$ cat src/rtl/md_pkg.sv
// Shared types, constants and helpers for the EX-stage multiply/divide unit.
package md_pkg;

  localparam int unsigned MD_WIDTH   = 32;
  localparam logic [31:0] MD_DIV0_LO = 32'hFFFFFFFF;

  // Decoded muldiv operation; encodings 9-15 are treated as no-op.
  typedef enum logic [3:0] {
    MD_NONE  = 4'd0,
    MD_MULT  = 4'd1,
    MD_MULTU = 4'd2,
    MD_DIV   = 4'd3,
    MD_DIVU  = 4'd4,
    MD_MADD  = 4'd5,
    MD_MSUB  = 4'd6,
    MD_MTHI  = 4'd7,
    MD_MTLO  = 4'd8
  } md_op_e;

  // Sequencer state: idle or iterating.
  typedef enum logic {
    MD_ST_IDLE = 1'b0,
    MD_ST_RUN  = 1'b1
  } md_state_e;

  // True for ops that run through the iterative core.
  function automatic logic is_iter(input logic [3:0] op);
    return (op >= 4'(MD_MULT)) && (op <= 4'(MD_MSUB));
  endfunction

  // True for any op that does something (iterative or HI/LO move).
  function automatic logic is_valid(input logic [3:0] op);
    return (op >= 4'(MD_MULT)) && (op <= 4'(MD_MTLO));
  endfunction

endpackage

$ cat src/rtl/md_iter_core.sv
// Unsigned radix-2 shift-add multiplier / restoring divider, one bit per cycle.
// The final step is presented combinationally on result while done is high, so the
// caller can capture it on the WIDTH-th edge after start.
module md_iter_core
  import md_pkg::*;
#(
  parameter int unsigned WIDTH = MD_WIDTH
) (
  input  logic                 clk,
  input  logic                 Reset,
  input  logic                 start,
  input  logic                 isDiv,
  input  logic [WIDTH-1:0]     opA,
  input  logic [WIDTH-1:0]     opB,
  output logic [2*WIDTH-1:0]   result,
  output logic                 done
);

  localparam int unsigned CW = $clog2(WIDTH + 1);

  logic [CW-1:0]        cnt;
  logic                 divMode;
  logic [WIDTH-1:0]     operand;
  logic [2*WIDTH-1:0]   acc;
  logic [2*WIDTH-1:0]   accStep;
  logic [WIDTH:0]       mulSum;
  logic [WIDTH:0]       divShift;
  logic [WIDTH:0]       divDiff;
  logic                 divGe;
  logic [WIDTH-1:0]     divRem;

  // One iteration of either algorithm applied to the current accumulator.
  always_comb begin
    mulSum   = {1'b0, acc[2*WIDTH-1:WIDTH]} + (acc[0] ? {1'b0, operand} : '0);
    divShift = {acc[2*WIDTH-1:WIDTH], acc[WIDTH-1]};
    divDiff  = divShift - {1'b0, operand};
    divGe    = (divShift >= {1'b0, operand});
    divRem   = divGe ? divDiff[WIDTH-1:0] : divShift[WIDTH-1:0];
    if (divMode) begin
      accStep = {divRem, acc[WIDTH-2:0], divGe};
    end else begin
      accStep = {mulSum, acc[WIDTH-1:1]};
    end
  end

  assign result = accStep;
  assign done   = (cnt == CW'(1));

  // Operand latch on start, then iterate until the counter drains.
  always_ff @(posedge clk or posedge Reset) begin
    if (Reset) begin
      cnt     <= '0;
      divMode <= 1'b0;
      operand <= '0;
      acc     <= '0;
    end else if (start) begin
      cnt     <= CW'(WIDTH);
      divMode <= isDiv;
      operand <= isDiv ? opB : opA;
      acc     <= isDiv ? {WIDTH'(0), opA} : {WIDTH'(0), opB};
    end else if (cnt != '0) begin
      cnt <= cnt - CW'(1);
      acc <= accStep;
    end
  end

endmodule

$ cat src/rtl/ex_muldiv_unit.sv
// EX-stage multiply/divide unit: HI/LO registers, op decode, sign handling and
// MADD/MSUB accumulation around the iterative core.
module ex_muldiv_unit
  import md_pkg::*;
#(
  parameter int unsigned      WIDTH   = MD_WIDTH,
  parameter logic [WIDTH-1:0] DIV0_LO = WIDTH'(MD_DIV0_LO)
) (
  input  logic             clk,
  input  logic             Reset,
  input  logic             StartIn,
  input  logic [3:0]       MdOpIn,
  input  logic [WIDTH-1:0] RsIn,
  input  logic [WIDTH-1:0] RtIn,
  output logic             BusyOut,
  output logic             DoneOut,
  output logic [WIDTH-1:0] HiOut,
  output logic [WIDTH-1:0] LoOut
);

  md_state_e          stateQ;
  md_state_e          stateNext;
  logic               busy;
  logic               accept;
  logic               iterStart;
  logic               opSigned;
  logic               opIsDiv;
  logic [WIDTH-1:0]   magA;
  logic [WIDTH-1:0]   magB;

  logic [3:0]         opQ;
  logic               negQ;
  logic               negR;
  logic               div0Q;
  logic [WIDTH-1:0]   rsQ;
  logic [WIDTH-1:0]   hiQ;
  logic [WIDTH-1:0]   loQ;
  logic               doneQ;

  logic [2*WIDTH-1:0] coreRes;
  logic               coreDone;
  logic [2*WIDTH-1:0] prodS;
  logic [WIDTH-1:0]   quoS;
  logic [WIDTH-1:0]   remS;
  logic [2*WIDTH-1:0] newHiLo;

  // Op decode and operand magnitudes for the unsigned core.
  always_comb begin
    accept    = StartIn && !busy && is_valid(MdOpIn);
    iterStart = accept && is_iter(MdOpIn);
    opSigned  = (MdOpIn == MD_MULT) || (MdOpIn == MD_DIV) ||
                (MdOpIn == MD_MADD) || (MdOpIn == MD_MSUB);
    opIsDiv   = (MdOpIn == MD_DIV) || (MdOpIn == MD_DIVU);
    magA      = (opSigned && RsIn[WIDTH-1]) ? -RsIn : RsIn;
    magB      = (opSigned && RtIn[WIDTH-1]) ? -RtIn : RtIn;
  end

  md_iter_core #(
    .WIDTH (WIDTH)
  ) u_core (
    .clk    (clk),
    .Reset  (Reset),
    .start  (iterStart),
    .isDiv  (opIsDiv),
    .opA    (magA),
    .opB    (magB),
    .result (coreRes),
    .done   (coreDone)
  );

  // Sequencer state register.
  always_ff @(posedge clk or posedge Reset) begin
    if (Reset) begin
      stateQ <= MD_ST_IDLE;
    end else begin
      stateQ <= stateNext;
    end
  end

  // Sequencer next state: run from accept until the core finishes.
  always_comb begin
    stateNext = stateQ;
    case (stateQ)
      MD_ST_IDLE: if (iterStart) stateNext = MD_ST_RUN;
      MD_ST_RUN:  if (coreDone)  stateNext = MD_ST_IDLE;
      default:    stateNext = MD_ST_IDLE;
    endcase
  end

  // Sequencer outputs.
  always_comb begin
    busy = 1'b0;
    if (stateQ == MD_ST_RUN) busy = 1'b1;
  end

  // Sign post-correction and final HI/LO value for the op in flight.
  always_comb begin
    prodS = negQ ? -coreRes : coreRes;
    quoS  = negQ ? -coreRes[WIDTH-1:0] : coreRes[WIDTH-1:0];
    remS  = negR ? -coreRes[2*WIDTH-1:WIDTH] : coreRes[2*WIDTH-1:WIDTH];
    case (opQ)
      MD_MADD:          newHiLo = {hiQ, loQ} + prodS;
      MD_MSUB:          newHiLo = {hiQ, loQ} - prodS;
      MD_DIV, MD_DIVU:  newHiLo = div0Q ? {rsQ, DIV0_LO} : {remS, quoS};
      default:          newHiLo = prodS;
    endcase
  end

  // Capture op context at accept; sign flags are zero for unsigned ops.
  always_ff @(posedge clk or posedge Reset) begin
    if (Reset) begin
      opQ   <= 4'(MD_NONE);
      negQ  <= 1'b0;
      negR  <= 1'b0;
      div0Q <= 1'b0;
      rsQ   <= '0;
    end else if (iterStart) begin
      opQ   <= MdOpIn;
      negQ  <= opSigned && (RsIn[WIDTH-1] ^ RtIn[WIDTH-1]);
      negR  <= opSigned && RsIn[WIDTH-1];
      div0Q <= (RtIn == '0);
      rsQ   <= RsIn;
    end
  end

  // Architectural HI/LO: written only on completion or by an accepted move.
  always_ff @(posedge clk or posedge Reset) begin
    if (Reset) begin
      hiQ   <= '0;
      loQ   <= '0;
      doneQ <= 1'b0;
    end else begin
      doneQ <= coreDone && busy;
      if (coreDone && busy) begin
        {hiQ, loQ} <= newHiLo;
      end else if (accept && (MdOpIn == MD_MTHI)) begin
        hiQ <= RsIn;
      end else if (accept && (MdOpIn == MD_MTLO)) begin
        loQ <= RsIn;
      end
    end
  end

  assign BusyOut = busy;
  assign DoneOut = doneQ;
  assign HiOut   = hiQ;
  assign LoOut   = loQ;

endmodule

$ cat config.mk
export PLATFORM = sky130hd
export DESIGN_NAME = ex_muldiv_unit
export DESIGN_NICKNAME = d
export VERILOG_FILES = /design/src/rtl/md_pkg.sv /design/src/rtl/md_iter_core.sv /design/src/rtl/ex_muldiv_unit.sv
export SDC_FILE = /design/constraint.sdc
export NUM_CORES = 1
export LEC_CHECK = 0
export ABC_CLOCK_PERIOD_IN_PS = 13230
export BUFFER_PORTS_ARGS = -buffer_cell sky130_fd_sc_hd__buf_4
export CAP_MARGIN = 10
export CORE_MARGIN = 2
export CORE_UTILIZATION = 30
export CTS_CLUSTER_SIZE = 16
export DETAILED_ROUTE_END_ITERATION = 8
export REMOVE_ABC_BUFFERS = 1
export SLEW_MARGIN = 20
export SYNTH_ARGS = -nofsm -noshare
export SYNTH_HDL_FRONTEND = slang
export SYNTH_HIERARCHICAL = 1
export SYNTH_SLANG_ARGS = --single-unit
$ cat constraint.sdc
create_clock -name clk -period 13.23 [get_ports clk]
set_input_delay 1.9845 -clock clk [delete_from_list [all_inputs] [get_ports clk]]
set_output_delay 1.9845 -clock clk [all_outputs]
set_load 0.005 [all_outputs]
==> results of run 1 <==
cells in the final DEF, fill, tap and decap left out, drive strengths merged, types with 60 or more instances in the layout:
master,synthesis,layout
o21ai,219,219
dfrtp,208,208
mux2i,102,102
inv,113,113
and2,60,60
ha,134,134
nor2,243,243
xor2,171,171
buf,35,178
a31oi,78,78
a21oi,261,261
a21o,69,69
nor3,61,61
mux2,67,67
nand3,72,72
xnor2,129,129
nand2,449,449
state kept, by name (all words and copies together), names as in the netlist:
name,flops
u_core/cnt,6
div0Q,1
u_core/acc,64
negQ,1
opQ,4
u_core/operand,32
DoneOut,1
LoOut,32
HiOut,32
negR,1
u_core/divMode,1
rsQ,32
stateQ,1
critical path: cells and delay by family (launching register included):
kind / cells / cell delay (ns)
simple gates: 10 / 3.50
mux: 2 / 0.40
flops: 1 / 0.44
fa+ha+maj: 3 / 0.97
xor+xnor: 1 / 0.20
buf+inv: 3 / 0.74
compound gates: 15 / 3.39
layout make-up:
| cell class | count | area, µm² | area share |
|---|---|---|---|
| Clock inverter | 5 | 50.05 | 0.001822 |
| Multi-Input combinational cell | 2763 | 18190 | 0.6625 |
| Inverter | 114 | 435.4 | 0.01585 |
| Sequential cell | 208 | 5210 | 0.1897 |
| Antenna cell | 3 | 7.507 | 0.0002733 |
| Clock buffer | 44 | 892.1 | 0.03248 |
| Tap cell | 1070 | 1339 | 0.04875 |
| Timing Repair Buffer | 178 | 1336 | 0.04866 |
path summary, 6_finish.rpt:
path                       depth (start not counted)            from  slack, ns            end
hold / removal                                     2         rsQ[17]       0.48        rsQ[17]
max in group asynchronous                          3           Reset      10.40      HiOut[20]
setup / recovery                                  34  u_core/acc[33]       3.49      HiOut[30]
setup reg to reg                                  34  u_core/acc[33]       3.49      HiOut[30]
min in group asynchronous                          2           Reset       1.59  u_core/acc[0]
hold reg to reg                                    2         rsQ[17]       0.48        rsQ[17]
through the flow:
stage                     cells  hold slack, ns  worst slack, ns
after floorplan            3085          0.4454            5.065
after global placement     4333          0.4581            3.800
after detailed placement   4333          0.4632            3.801
after CTS                  4382          0.4773            3.753
after global routing       4382          0.4910            2.800
final                      4385          0.4773            3.494
logic make-up (layout without fill, tap and decap cells):
kind of cell	after synthesis	in the layout	synth area share
and+or+nand+nor	1186	1186	0.2328
AOI/OAI and AO/OA	971	971	0.2551
buffers and inverters	315	341	0.05069
xor gates and xnor gates	300	300	0.1071
DFF	208	208	0.2115
muxes	169	169	0.07229
adders and majority gates	137	137	0.07056
other	0	3	0
layer usage:
layer / wire length, µm / up-vias / GRT usage
met2: 44010 / 1102 / 0.3554
met4: 4450 / 2 / 0.08695
met5: 12 / - / 0
li1: - / 11980 / -
met1: 43800 / 12450 / 0.3120
met3: 8460 / 222 / 0.04665
==> flow_summary.toml, run 1 <==
[synth]
synth_seq_area_share = 0.2115
synthDominantCellAreaShare = 0.2115
synth_area_leader_cell = "dfrtp_1"
yosysMostFrequentCell = "nand2_1"
yosys-top-cells-count = "nand2_1 (448), a21oi_1 (261), nor2_1 (243)"
ys_types = 105
syn_inst = 3286
synth_edf_count = 0
ys_ff_latch = 208
synth.area.top_cells = "dfrtp_1 (21%), nand2_1 (6.8%), ha_1 (6.8%), xor2_1 (6.0%), a21oi_1 (5.3%)"
syn_area_um2 = 24610
synthArstFlopShare = 1.000
synth_top_flop_cell = "dfrtp_1"
ys_warn_count = 6
synthesis.area_per_instance_um2 = 7.490

[worst_setup_path]
critPathSlowestCell = "nor3b_1"
required_ns = 13.76
crit_type = "register to register"
cp_max_fo = 25
cpPeakStageDelay_ns = 0.71
critPathArrivalTime_ns = 10.27
cpMostUsedCell = "a21oi_1"
end_kind = "register"
critPathLaunchType = "register"

[clock_network]
path_clk_slew_ns = 0.06
clock_latency_ns = 0.60
clockBufferDepth = 3
root_buffer = "clkbuf_16"
ctsHoldBuffers = 0
cts_tree = "built"
cts.sinks = 208
ctsHtreeMaxLevel = 1
cts_made_buffers = 28
ctsResizeCount = 0
cts_setup_buffers = 0

[cells_and_area]
final_core_util = 0.3361
syn_to_final_growth_pct = 11.59
drive_above_1_share = 0.1072
fin_nets = 3501
design_area_um2 = 27460
fillers = 8728

[floorplan]
coreArea_um2 = 81720
initial_core_util = 0.3012
die_area_um2 = 84340
die_h_um = 290.4
ioPinCount = 137
dieWidth_um = 290.4
fp-row-count = 105

[sta]
period_share = 0.7359
post-route-min-period_ns = 9.736
finalHoldViolCount = 0
finClkSkew_ns = 0.02599
rsz0062_at_grt = "no"
slew_headroom = 0.2332
worst_pin_slew_ns = 1.146
fmax_mhz = 102.7
drv_slew = 0
finalSetupTns_ns = 0
setup_viol_count_final = 0

[placement]
dpl-instance-area_um2 = 26510
io_buffers = 136
gp_congestion = 0.9834
hpwlAfterDp_um = 77360

[global_route]
grt_overflow = 0
antenna_found_initial = 4
grt_pass1_wl_um = 151400
grt_max_degree = 78
first_global_vias = 24030
grt_usage = 0.2290

[detailed_routing]
vias = 25750
dr.pass1.iters = 6
wl_per_cell_um = 22.97
ant_nets = 0
drcViolationCount = 0
drt-initial-drc-count = 2773
drt-total-wl_um = 100700
viasPerCell = 5.873

[flow_run]
maxCapViolations = 0

[hold_path]
hold_class = "register to register"

[outcome]
status = "complete, no violations"
Power of run 1 is not shown: default switching activity piles up to over one toggle a cycle in this logic, so the estimate is an artifact.
==> inputs of run 2 (changes only) <==
- ABC_CLOCK_PERIOD_IN_PS: 13230 -> 8300
- clock period: 13.23 -> 8.3 ns (I/O delays scaled with it)
==> run 2 against run 1 <==
  * Register-to-register slack worse by 3.1 ns
  * Worst setup slack worse by 3.1 ns
  * First-iteration DRC count fell by 9.2%
  * Core utilization increased by 1.2 points
  * Wire length increased by 1.1%
  * Global-route usage increased by 0.33 points
  * Clock skew is 0.0035 ns higher
  * Critical path type unchanged
  * Hold slack lost 0.0010 ns
  * Critical endpoint is now HiOut[29]
  * Non-clock buffer count rose by 103
  * Clock-buffer cell count fell by 4
  * Largest cell class unchanged
==> flow_summary.toml, run 2 (synthesis gave the netlist of run 1 again) <==
[outcome]
status = "complete, no violations"

[worst_setup_path]
cp_max_fo = 8
required_ns = 8.79
crit_type = "register to register"
critPathSlowestCell = "xor2_1"
cpPeakStageDelay_ns = 0.42
reg2reg_depth = 31
critPathLaunchType = "register"
critPathArrivalTime_ns = 8.35
end_kind = "register"

[floorplan]
dieWidth_um = 290.4
coreArea_um2 = 81720
die_h_um = 290.4
ioPinCount = 137
initial_core_util = 0.3012
die_area_um2 = 84340
fp-row-count = 105

[flow_run]
maxCapViolations = 0

[sta]
slew_headroom = 0.2178
period_share = 0.9476
rsz0062_at_grt = "no"
finalHoldViolCount = 0
finClkSkew_ns = 0.02947
drv_slew = 0
finalSetupTns_ns = 0
worst_pin_slew_ns = 1.166
fmax_mhz = 127.1
post-route-min-period_ns = 7.865
setup_viol_count_final = 0

[cells_and_area]
multi_input_comb_area_um2 = 18310
fillers = 8745
syn_to_final_growth_pct = 15.67
regMostFlops = "u_core/acc"
fin_nets = 3606
layout.area.seq_um2 = 5210
layout_common_cells = "nand2_1 (446), buf_4 (280), a21oi_1 (259)"
largest_register_ffs = 64
final_common_cell = "nand2_1"
drive_above_1_share = 0.1409

[clock_network]
cts_tree = "built"
root_buffer = "clkbuf_16"
cts_made_buffers = 30
clock_latency_ns = 0.61
ctsHtreeMaxLevel = 1
path_clk_slew_ns = 0.06
cts.sinks = 208
clockBufferDepth = 3

[global_route]
antenna_found_initial = 3
grt_max_degree = 77
first_global_vias = 24420
grt_usage = 0.2323
grt_pass1_wl_um = 153600
grt_overflow = 0

[detailed_routing]
dr.pass1.iters = 5
viasPerCell = 5.807
ant_nets = 0
drt-initial-drc-count = 2518
wl_per_cell_um = 22.67
drt-total-wl_um = 101800
drcViolationCount = 0
vias = 26090

[hold_path]
whs_path_depth = 2
hold_class = "register to register"

[placement]
io_buffers = 136
gp_congestion = 1.011
hpwlAfterDp_um = 78830
## run 2: final cells by class
type / instances / share of cell area
antenna: 1 / 0.00008790
clock buffer: 40 / 0.02949
sequential: 208 / 0.1830
multi-input combinational: 2763 / 0.6432
inverter: 114 / 0.01529
tap: 1070 / 0.04703
timing repair buffer: 281 / 0.07436
clock inverter: 15 / 0.007559
## run 2: layer usage
| layer | GRT usage | part of all wire | vias to the layer above |
|---|---|---|---|
| li1 | - | - | 12190 |
| met1 | 0.3236 | 0.44 | 12690 |
| met2 | 0.3699 | 0.45 | 1038 |
| met3 | 0.03801 | 0.080 | 172 |
| met4 | 0.06407 | 0.033 | 4 |
| met5 | 0 | 0.00031 | - |
## run 2: critical path, delay by kind of cell, from the launching register on
family / cells / cell delay [ns]
xor+xnor: 3 / 0.75
flops: 1 / 0.36
buf+inv: 2 / 0.30
fa+ha+maj: 2 / 0.78
simple gates: 10 / 2.63
compound gates: 14 / 2.94
## run 2: what timing repair did
action | in CTS | in global routing
hold buffers | 0 | 0
endpoints found under the setup margin | 0 | 29
setup buffers | 0 | 3
hold endpoints to repair | 0 | 0
gates resized for setup | 0 | 29
## run 2: final timing paths
check	startpoint	to	slack [ns]
min in group asynchronous	Reset	opQ[1]	0.78
max reg2reg	u_core/operand[14]	HiOut[29]	0.43
max in group asynchronous	Reset	div0Q	6.08
min reg2reg	rsQ[21]	rsQ[21]	0.48
min	rsQ[21]	rsQ[21]	0.48
max	u_core/operand[14]	HiOut[29]	0.43
## run 2: stage by stage
stage | util | worst slack (ns) | cell area, µm² | std cells | hold WS [ns]
after floorplan | - | 0.1348 | 23790 | 3085 | 0.4454
after global placement | 0.3336 | 0.1097 | 27260 | 4433 | 0.4573
after detailed placement | 0.3336 | 0.08308 | 27260 | 4433 | 0.4621
after CTS | 0.3465 | 0.04116 | 28320 | 4488 | 0.4777
after global routing | 0.3484 | 0.02346 | 28470 | 4491 | 0.4977
final | 0.3484 | 0.4347 | 28470 | 4492 | 0.4763
Power of run 2 is left out for the same reason.
